`config.mk`:
```
export PLATFORM = sky130hd
export DESIGN_NAME = im_port_arbiter_flat
export DESIGN_NICKNAME = d
export VERILOG_FILES = /design/src/rtl/im_port_arbiter_pkg.sv /design/src/rtl/im_port_arbiter_if.sv /design/src/rtl/im_port_arbiter_rr_arb2.sv /design/src/rtl/im_port_arbiter.sv /design/src/flat_wrapper.sv
export SDC_FILE = /design/constraint.sdc
export NUM_CORES = 1
export LEC_CHECK = 0
export BUFFER_PORTS_ARGS = -buffer_cell sky130_fd_sc_hd__buf_2
export CAP_MARGIN = 20
export CORE_AREA = 2 2 102 104
export DETAILED_ROUTE_END_ITERATION = 6
export DIE_AREA = 0 0 104 106
export SETUP_SLACK_MARGIN = 0.2
export SLEW_MARGIN = 10
export SYNTH_ARGS = -nofsm -noshare
export SYNTH_HDL_FRONTEND = slang
export SYNTH_SLANG_ARGS = --single-unit
```
`constraint.sdc`:
```
create_clock -name clk -period 3.71 [get_ports clk]
set_clock_uncertainty 0.1 [all_clocks]
set_input_delay 0.742 -clock clk [delete_from_list [all_inputs] [get_ports clk]]
set_output_delay 0.742 -clock clk [all_outputs]
set_load 0.03 [all_outputs]
```
`src/rtl/im_port_arbiter_pkg.sv`:
```
// Shared definitions for the instruction-RAM port arbiter: default geometry,
// response owner and FSM state encodings, and the address legality check.
package im_pkg;

    localparam logic [31:0] IM_BASE_ADDR = 32'h0000_3000;
    localparam int unsigned IM_AW        = 12;

    typedef enum logic [1:0] {
        OWN_NONE = 2'd0,
        OWN_F    = 2'd1,
        OWN_LD   = 2'd2
    } owner_e;

    typedef enum logic {
        ST_RUN  = 1'b0,
        ST_BOOT = 1'b1
    } state_e;

    // Word-aligned and inside the 2**aw-word window starting at base.
    // The offset is widened so a window reaching the top of the map still compares correctly.
    function automatic logic addr_ok(input logic [31:0] addr,
                                     input logic [31:0] base,
                                     input int unsigned aw);
        logic [32:0] off_s;
        logic [32:0] lim_s;
        off_s = {1'b0, addr - base};
        lim_s = 33'd4 << aw;
        return (addr[1:0] == 2'b00) && (off_s < lim_s);
    endfunction

endpackage

```
`src/rtl/im_port_arbiter_if.sv`:
```
// Bundle of the fetch port, loader port, status and RAM-side signals of the arbiter.
interface im_port_arbiter_if #(
    parameter int unsigned AW = 12
);

    logic          f_req;
    logic [31:0]   f_addr;
    logic          f_gnt;
    logic          f_rvalid;
    logic [31:0]   f_rdata;
    logic          f_err;

    logic          ld_lock;
    logic          ld_req;
    logic          ld_we;
    logic [31:0]   ld_addr;
    logic [31:0]   ld_wdata;
    logic          ld_gnt;
    logic          ld_rvalid;
    logic [31:0]   ld_rdata;
    logic          ld_err;

    logic          booting;
    logic [AW:0]   wr_count;

    logic          mem_en;
    logic          mem_we;
    logic [AW-1:0] mem_addr;
    logic [31:0]   mem_wdata;
    logic [31:0]   mem_rdata;

    modport slave (
        input  f_req, f_addr,
        output f_gnt, f_rvalid, f_rdata, f_err,
        input  ld_lock, ld_req, ld_we, ld_addr, ld_wdata,
        output ld_gnt, ld_rvalid, ld_rdata, ld_err,
        output booting, wr_count,
        output mem_en, mem_we, mem_addr, mem_wdata,
        input  mem_rdata
    );

    modport master (
        output f_req, f_addr,
        input  f_gnt, f_rvalid, f_rdata, f_err,
        output ld_lock, ld_req, ld_we, ld_addr, ld_wdata,
        input  ld_gnt, ld_rvalid, ld_rdata, ld_err,
        input  booting, wr_count,
        input  mem_en, mem_we, mem_addr, mem_wdata,
        output mem_rdata
    );

endinterface

```
`src/rtl/im_port_arbiter_rr_arb2.sv`:
```
// Two-way round-robin arbiter. Bit 0 is fetch, bit 1 is the loader; only a tie
// moves the priority pointer, and after reset fetch wins the first tie.
module im_rr_arb2 (
    input  logic       clk,
    input  logic       reset,
    input  logic [1:0] req,
    input  logic       en,
    output logic [1:0] gnt
);

    logic rr_last_q;
    logic rr_last_d;

    // Grant selection and pointer update; rr_last_q = 1 means the loader won the last tie
    always_comb begin
        gnt       = 2'b00;
        rr_last_d = rr_last_q;
        if (en) begin
            case (req)
                2'b01: gnt = 2'b01;
                2'b10: gnt = 2'b10;
                2'b11: begin
                    if (rr_last_q) begin
                        gnt       = 2'b01;
                        rr_last_d = 1'b0;
                    end else begin
                        gnt       = 2'b10;
                        rr_last_d = 1'b1;
                    end
                end
                default: gnt = 2'b00;
            endcase
        end else begin
            gnt = 2'b00;
        end
    end

    // Priority pointer register
    always_ff @(posedge clk or posedge reset) begin
        if (reset) begin
            rr_last_q <= 1'b1;
        end else begin
            rr_last_q <= rr_last_d;
        end
    end

endmodule

```
`src/rtl/im_port_arbiter.sv`:
```
// Shares the single-port instruction RAM between CPU fetch and the boot/debug loader,
// with a boot lock that hands the loader exclusive access while an image is loaded.
module im_port_arbiter
    import im_pkg::*;
#(
    parameter logic [31:0] BASE_ADDR = IM_BASE_ADDR,
    parameter int unsigned AW        = IM_AW
) (
    input  logic             clk,
    input  logic             reset,
    im_port_arbiter_if.slave bus
);

    localparam logic [AW:0] WR_MAX = {1'b1, {AW{1'b0}}};

    state_e        state_q,    state_d;
    owner_e        owner_q,    owner_d;
    logic          err_q,      err_d;
    logic          we_q,       we_d;
    logic [AW:0]   wr_count_q, wr_count_d;

    logic          f_ok_s;
    logic          ld_ok_s;
    logic [AW-1:0] f_idx_s;
    logic [AW-1:0] ld_idx_s;
    logic          lock_s;
    logic [1:0]    req_s;
    logic [1:0]    gnt_s;

    assign f_ok_s   = addr_ok(bus.f_addr,  BASE_ADDR, AW);
    assign ld_ok_s  = addr_ok(bus.ld_addr, BASE_ADDR, AW);
    assign f_idx_s  = AW'((bus.f_addr  - BASE_ADDR) >> 2);
    assign ld_idx_s = AW'((bus.ld_addr - BASE_ADDR) >> 2);

    // A lock request blocks fetch in the very cycle it rises, not only once BOOT is entered.
    // Masking fetch here also keeps boot traffic from moving the round-robin pointer.
    assign lock_s = (state_q == ST_BOOT) || bus.ld_lock;
    assign req_s  = {bus.ld_req, bus.f_req & ~lock_s};

    im_rr_arb2 u_arb (
        .clk   (clk),
        .reset (reset),
        .req   (req_s),
        .en    (~reset),
        .gnt   (gnt_s)
    );

    // Grant outputs and RAM command for the access granted this cycle
    always_comb begin
        bus.f_gnt     = gnt_s[0];
        bus.ld_gnt    = gnt_s[1];
        bus.mem_en    = 1'b0;
        bus.mem_we    = 1'b0;
        bus.mem_addr  = '0;
        bus.mem_wdata = 32'h0000_0000;
        if (gnt_s[0]) begin
            bus.mem_en   = f_ok_s;
            bus.mem_addr = f_idx_s;
        end else if (gnt_s[1]) begin
            bus.mem_en    = ld_ok_s;
            bus.mem_we    = ld_ok_s & bus.ld_we;
            bus.mem_addr  = ld_idx_s;
            bus.mem_wdata = bus.ld_we ? bus.ld_wdata : 32'h0000_0000;
        end else begin
            bus.mem_en = 1'b0;
        end
    end

    // What the next cycle's response must report
    always_comb begin
        owner_d = OWN_NONE;
        err_d   = 1'b0;
        we_d    = 1'b0;
        if (gnt_s[0]) begin
            owner_d = OWN_F;
            err_d   = ~f_ok_s;
        end else if (gnt_s[1]) begin
            owner_d = OWN_LD;
            err_d   = ~ld_ok_s;
            we_d    = bus.ld_we;
        end else begin
            owner_d = OWN_NONE;
        end
    end

    // Response steering: RAM data passes only for a legal read; errors and write acks return 0
    always_comb begin
        bus.f_rvalid  = (owner_q == OWN_F);
        bus.f_err     = (owner_q == OWN_F) & err_q;
        bus.f_rdata   = 32'h0000_0000;
        bus.ld_rvalid = (owner_q == OWN_LD);
        bus.ld_err    = (owner_q == OWN_LD) & err_q;
        bus.ld_rdata  = 32'h0000_0000;
        if ((owner_q == OWN_F) && !err_q) begin
            bus.f_rdata = bus.mem_rdata;
        end else if ((owner_q == OWN_LD) && !err_q && !we_q) begin
            bus.ld_rdata = bus.mem_rdata;
        end else begin
            bus.f_rdata = 32'h0000_0000;
        end
    end

    // Boot FSM and the saturating count of legal words written during BOOT
    always_comb begin
        state_d    = state_q;
        wr_count_d = wr_count_q;
        case (state_q)
            ST_RUN: begin
                if (bus.ld_lock) begin
                    state_d    = ST_BOOT;
                    wr_count_d = '0;
                end else begin
                    state_d = ST_RUN;
                end
            end
            ST_BOOT: begin
                if (!bus.ld_lock) begin
                    state_d = ST_RUN;
                end else begin
                    state_d = ST_BOOT;
                end
                if (gnt_s[1] && bus.ld_we && ld_ok_s && (wr_count_q != WR_MAX)) begin
                    wr_count_d = wr_count_q + {{AW{1'b0}}, 1'b1};
                end else begin
                    wr_count_d = wr_count_q;
                end
            end
            default: begin
                state_d    = ST_RUN;
                wr_count_d = '0;
            end
        endcase
    end

    // State, response and counter registers; reset drops any pending response
    always_ff @(posedge clk or posedge reset) begin
        if (reset) begin
            state_q    <= ST_RUN;
            owner_q    <= OWN_NONE;
            err_q      <= 1'b0;
            we_q       <= 1'b0;
            wr_count_q <= '0;
        end else begin
            state_q    <= state_d;
            owner_q    <= owner_d;
            err_q      <= err_d;
            we_q       <= we_d;
            wr_count_q <= wr_count_d;
        end
    end

    assign bus.booting  = (state_q == ST_BOOT);
    assign bus.wr_count = wr_count_q;

endmodule
```
`src/flat_wrapper.sv`:
```
// flat-port wrapper written by rule: the top's interface ports become plain ports
module im_port_arbiter_flat import im_pkg::*;
#(
    parameter logic [31:0] BASE_ADDR = IM_BASE_ADDR,
    parameter int unsigned AW        = IM_AW
)
  (clk, reset, bus_f_req, bus_f_addr, bus_f_gnt, bus_f_rvalid, bus_f_rdata, bus_f_err, bus_ld_lock, bus_ld_req, bus_ld_we, bus_ld_addr, bus_ld_wdata, bus_ld_gnt, bus_ld_rvalid, bus_ld_rdata, bus_ld_err, bus_booting, bus_wr_count, bus_mem_en, bus_mem_we, bus_mem_addr, bus_mem_wdata, bus_mem_rdata);
  im_port_arbiter_if #(.AW(AW)) bus_i ();
  input  logic clk;
  input  logic reset;
  input wire logic [$bits(bus_i.f_req)-1:0] bus_f_req;
  input wire logic [$bits(bus_i.f_addr)-1:0] bus_f_addr;
  output wire logic [$bits(bus_i.f_gnt)-1:0] bus_f_gnt;
  output wire logic [$bits(bus_i.f_rvalid)-1:0] bus_f_rvalid;
  output wire logic [$bits(bus_i.f_rdata)-1:0] bus_f_rdata;
  output wire logic [$bits(bus_i.f_err)-1:0] bus_f_err;
  input wire logic [$bits(bus_i.ld_lock)-1:0] bus_ld_lock;
  input wire logic [$bits(bus_i.ld_req)-1:0] bus_ld_req;
  input wire logic [$bits(bus_i.ld_we)-1:0] bus_ld_we;
  input wire logic [$bits(bus_i.ld_addr)-1:0] bus_ld_addr;
  input wire logic [$bits(bus_i.ld_wdata)-1:0] bus_ld_wdata;
  output wire logic [$bits(bus_i.ld_gnt)-1:0] bus_ld_gnt;
  output wire logic [$bits(bus_i.ld_rvalid)-1:0] bus_ld_rvalid;
  output wire logic [$bits(bus_i.ld_rdata)-1:0] bus_ld_rdata;
  output wire logic [$bits(bus_i.ld_err)-1:0] bus_ld_err;
  output wire logic [$bits(bus_i.booting)-1:0] bus_booting;
  output wire logic [$bits(bus_i.wr_count)-1:0] bus_wr_count;
  output wire logic [$bits(bus_i.mem_en)-1:0] bus_mem_en;
  output wire logic [$bits(bus_i.mem_we)-1:0] bus_mem_we;
  output wire logic [$bits(bus_i.mem_addr)-1:0] bus_mem_addr;
  output wire logic [$bits(bus_i.mem_wdata)-1:0] bus_mem_wdata;
  input wire logic [$bits(bus_i.mem_rdata)-1:0] bus_mem_rdata;
  assign bus_i.f_req = bus_f_req;
  assign bus_i.f_addr = bus_f_addr;
  assign bus_f_gnt = bus_i.f_gnt;
  assign bus_f_rvalid = bus_i.f_rvalid;
  assign bus_f_rdata = bus_i.f_rdata;
  assign bus_f_err = bus_i.f_err;
  assign bus_i.ld_lock = bus_ld_lock;
  assign bus_i.ld_req = bus_ld_req;
  assign bus_i.ld_we = bus_ld_we;
  assign bus_i.ld_addr = bus_ld_addr;
  assign bus_i.ld_wdata = bus_ld_wdata;
  assign bus_ld_gnt = bus_i.ld_gnt;
  assign bus_ld_rvalid = bus_i.ld_rvalid;
  assign bus_ld_rdata = bus_i.ld_rdata;
  assign bus_ld_err = bus_i.ld_err;
  assign bus_booting = bus_i.booting;
  assign bus_wr_count = bus_i.wr_count;
  assign bus_mem_en = bus_i.mem_en;
  assign bus_mem_we = bus_i.mem_we;
  assign bus_mem_addr = bus_i.mem_addr;
  assign bus_mem_wdata = bus_i.mem_wdata;
  assign bus_i.mem_rdata = bus_mem_rdata;
  im_port_arbiter #(.BASE_ADDR(BASE_ADDR), .AW(AW)) u_core (.clk(clk), .reset(reset), .bus(bus_i));
endmodule
```
Yosys cells after proc, flatten, opt, wreduce, memory -nomap -nowiden. Index checks and enable logic that the tools add are counted.

Register bits: 19. Word-level logic and storage cells: 69. Input bits: 134.

Bitwise operators: 9. $lt $le $gt $ge: 2. Mux-type cells: 26. Reduce and logical (&&, ||, !) cells: 15. Add/subtract/negate cells: 3. Equal/unequal tests: 8.

Operators with widths (count): 32-bit 2-to-1 mux (6); 32-bit by 15-bit less-than comparator with 1-bit output (second input constant) (2); 32-bit by 14-bit subtractor with 32-bit output (second input constant) (2); 13-bit 2-to-1 mux (2); 13-bit one-hot mux with 2 select lines (1); 12-bit 2-to-1 mux (2); 13-bit by 1-bit adder with 13-bit output (second input constant) (1); 13-bit != test (second input constant) (1); 1-bit 2-to-1 mux (10); 1-bit logical AND (8); 2-bit 2-to-1 mux (4); 2-bit == test (second input constant) (3); 2-bit one-hot mux with 3 select lines (1); 1-bit NOT (5); 1-bit AND (4); 2-bit by 1-bit == test with 1-bit output (second input constant) (2); 2-bit logical NOT (2); 2-bit != test (second input constant) (2); 2-bit AND reduction (2); 1-bit logical NOT (2); 1-bit logical OR (1).

Depth between registers and ports, before layout.
Depth in word-level cells: 11. Depth in mapped cells: 8.

Hierarchy. From an unflattened synthesis, not the netlist that was laid out.

Cells, all modules: 325. Area total of the unflattened synthesis: 2426.1 µm².

Modules (own cells, without submodules): im_port_arbiter (instances 1, cells an instance 316, area an instance 2361.0 µm²); im_rr_arb2 (instances 1, cells an instance 9, area an instance 65.1 µm²).

Least setup slack after synthesis. OpenSTA, ideal clock, no wires.

Path type: input -> output. Start: input reset. End: output bus_mem_addr[10]. Buffers on the path: 2. Arrival: 2.853 ns. Stages on the path: 7. Slack: 0.015 ns. Cell sequence: inv_1 nand2_1 a21oi_1 clkbuf_1 clkbuf_1 inv_1 o22ai_1.

Word-level cells in the longest chain between the ends: 3.

Ends and longest elaborated chain: start, declared (RTL line flat_wrapper.sv:10) `input logic reset;`; 2-bit 2-to-1 mux (RTL line im_port_arbiter_rr_arb2.sv:18) `if (en) begin`; via bus_ld_gnt (RTL line flat_wrapper.sv:22) `output wire logic [$bits(bus_i.ld_gnt)-1:0] bus_ld_gnt;`; 12-bit 2-to-1 mux (RTL line im_port_arbiter.sv:59) `end else if (gnt_s[1]) begin`; 12-bit 2-to-1 mux (RTL line im_port_arbiter.sv:56) `if (gnt_s[0]) begin`; end, declared (RTL line flat_wrapper.sv:30) `output wire logic [$bits(bus_i.mem_addr)-1:0] bus_mem_addr;`.

The timed path passes the listed nets, and every way through them passes these cells.

Final worst setup path.
Start: input bus_f_addr[20]. End: output bus_mem_en.

Word-level cells in the longest chain between the ends: 4.

Ends and longest elaborated chain: start, declared (RTL line flat_wrapper.sv:12) `input wire logic [$bits(bus_i.f_addr)-1:0] bus_f_addr;`; 32-bit by 14-bit subtractor with 32-bit output; 32-bit by 15-bit less-than comparator with 1-bit output (RTL line im_port_arbiter_pkg.sv:28) `return (addr[1:0] == 2'b00) && (off_s < lim_s);`; 1-bit logical AND (RTL line im_port_arbiter_pkg.sv:28); 1-bit 2-to-1 mux (RTL line im_port_arbiter.sv:56); end, declared (RTL line flat_wrapper.sv:28) `output wire logic [$bits(bus_i.mem_en)-1:0] bus_mem_en;`.

Every way passes these cells.

==> flow_summary.json <==
{
  "r2r_start": "u_core.bus.wr_count[0]",
  "n_antenna_cell": 0,
  "holdCritStartpoint": "u_core.u_arb.rr_last_q",
  "io_pins": 264,
  "fin_util_pct": 37.6,
  "setup.worst_path.start": "bus_f_addr[20]",
  "synth_commonest_cells": "67 x and2_1, 34 x and3_1, 18 x dfrtp_1",
  "via_count": 3183,
  "fmax_mhz": 288,
  "relSlewSlack_pct": 57.7,
  "clockBufferDepth": 2,
  "powerDensity_mw_per_mm2": 179,
  "dp_hpwl_um": 7900,
  "use_met3_pct": 2.45,
  "drtIter0Drc": 217,
  "reg2reg_slack_ps": 1360,
  "hold_class": "reg2reg",
  "insertion_delay_ps": 260,
  "syn_inst": 286,
  "grt_max_degree": 47,
  "die_w_um": 104,
  "synth.net_count": 424,
  "maxCapViolations": 0,
  "synth-async-reset-ratio_pct": 100,
  "grtUsageTotal_pct": 15.6,
  "dieArea_mm2": 0.0110,
  "cp.required_ps": 2870,
  "drc": 0,
  "viasPerCell": 4.68,
  "cts_num_sinks": 19,
  "fp.dieH_um": 106,
  "power.leakage_nw": 2.25,
  "start_util_pct": 21.7,
  "overflow": 0,
  "clk_pin_slew_worst_paths_ps": 70,
  "tns_ps": 0,
  "start_kind": "input pin",
  "setup_viol": 0,
  "period_share_pct": 93.7,
  "arrival_ps": 2640,
  "placed_cells": 675,
  "syn_avg_cell_area_um2": 7.60,
  "port_buffers": 263,
  "irDropWorstVdd_uv": 128,
  "core_area_mm2": 0.0100,
  "hold_viol_final": 0,
  "synth_edf_count": 0,
  "cts_tree": "done",
  "ys_types": 52,
  "yosys-top-cells-area": "dfrtp_1 21%, and2_1 19%, and3_1 9.8%",
  "met1_usage_pct": 19.7,
  "synth.most_common_cell": "and2_1",
  "root_buffer": "clkbuf_8",
  "yosys.area.top_type_share_pct": 20.7,
  "antenna_found_initial": 0,
  "finalNonFillerCells": 680,
  "finalWirelength_um": 9300,
  "area_delta_synth_final_pct": 72.7,
  "fillers": 1050,
  "grt_busiest_layer": "met2",
  "timing.rr.end": "u_core.bus.wr_count[6]",
  "cp_max_fo": 4,
  "ys.flop_type": "dfrtp_1",
  "yosysWarnings": 0,
  "num_rows": 37,
  "ys_seq_area_share_pct": 21.9,
  "netlist_area_mm2": 0.00217,
  "h-tree-depth": 1,
  "endpoint": "bus_mem_en",
  "slew_violations": 0,
  "wl_per_cell_um": 13.7,
  "finalWeightedCongestion": 0.829,
  "critical_path_class": "in2out",
  "endpoint_kind": "primary output",
  "r2r_cells": 7,
  "rsz0062_at_grt": "yes",
  "met2_usage_pct": 28.2,
  "finalCriticalPeriod_ps": 3480,
  "grt_pass1_wl_um": 14500,
  "ys_seq_elements": 19,
  "grt_pass1_vias": 3004,
  "yosysTopAreaCell": "dfrtp_1",
  "first_pass_iters": 4,
  "nNetsFinal": 683,
  "cts_hold_buf": 0,
  "detail-route-antenna-nets": 0,
  "drive_gt1_share_pct": 55.5,
  "status": "finished clean",
  "worst_slew_pin_slew_ps": 634,
  "cts-buffers-inserted": 3
}
## flip-flops by register name, indices dropped and copies added, names as in the netlist
register                count
u_core.err_q                1
u_core.bus.booting          1
u_core.owner_q              2
u_core.u_arb.rr_last_q      1
u_core.we_q                 1
u_core.bus.wr_count        13
## metal layers
metal,vias up,share of wire (%)
met2,187,50
met1,1437,41
met3,8,8.4
li1,1551,-
met5,-,0
met4,0,0.84
## critical path: stages
cell and delay (ps):
buf_2 90, or4_1 540, or4_4 460, o41ai_2 330, nand4_1 170, o22ai_2 140
buf_6 150
## power breakdown
part | total [W] | switching (W) | internal [W]
registers | 0.000229 | 0.00000946 | 0.000220
logic | 0.000297 | 0.000175 | 0.000122
clock network | 0.000145 | 0.0000685 | 0.0000763
## area by class of cell
class	instances	area, um2	share of cell area (%)
clock buffers	4	45.0	1.20
multi-input cells	242	1640	43.8
well taps	136	170	4.53
repair buffers	272	1390	37.0
inverters	7	30.0	0.800
flip-flops and latches	19	477	12.7
## per-stage QoR
stage	power, W	setup slack [ps]	area [um2]	hold WS, ps
final	0.000671	232	3750	414
after CTS	0.000675	227	3740	413
after floorplan	0.000395	350	2190	382
after global placement	0.000524	176	3670	396
after global routing	0.000709	190	3750	431
after detailed placement	0.000528	94.5	3670	399
## logic make-up after synthesis
logic type,Yosys count,share of synthesized area (%)
AND/OR/NAND/NOR,176,49.2
AO/OA/AOI/OAI,53,17.8
buffers and inverters,25,4.83
flip-flops,19,21.9
XOR/XNOR,5,2.01
multiplexers,4,1.90
adder cells (fa/ha/maj),4,2.30
## how the worst min path moves through the flow
stage / end / cells past startpoint
after detailed placement: u_core.u_arb.rr_last_q / 1
after global routing: u_core.u_arb.rr_last_q / 1
final: u_core.u_arb.rr_last_q / 1
after floorplan: u_core.u_arb.rr_last_q / 1
after CTS: u_core.u_arb.rr_last_q / 1
after global placement: u_core.u_arb.rr_last_q / 1
## repair_timing
action / 4_1_cts / 5_1_grt
endpoints found under the setup margin: 2 / 2
pin swaps: 1 / 2
setup buffers: 1 / 0
gates resized for setup: 4 / 3
## layout by cell type (no fill, tap or decap), drive strengths merged, types with 3 or more instances in the layout
master,count
nor4,6
xnor2,4
o211ai,3
inv,6
o21ai,6
ha,4
mux2i,3
nor3,5
nand4,3
and3,37
o31ai,5
buf,272
or3,6
nor2,12
a22o,12
nand3,7
nor2b,5
and2,67
clkbuf,4
nand2,12
a21oi,11
or4,5
dfrtp,18
Power figures use the tool's default switching activity.
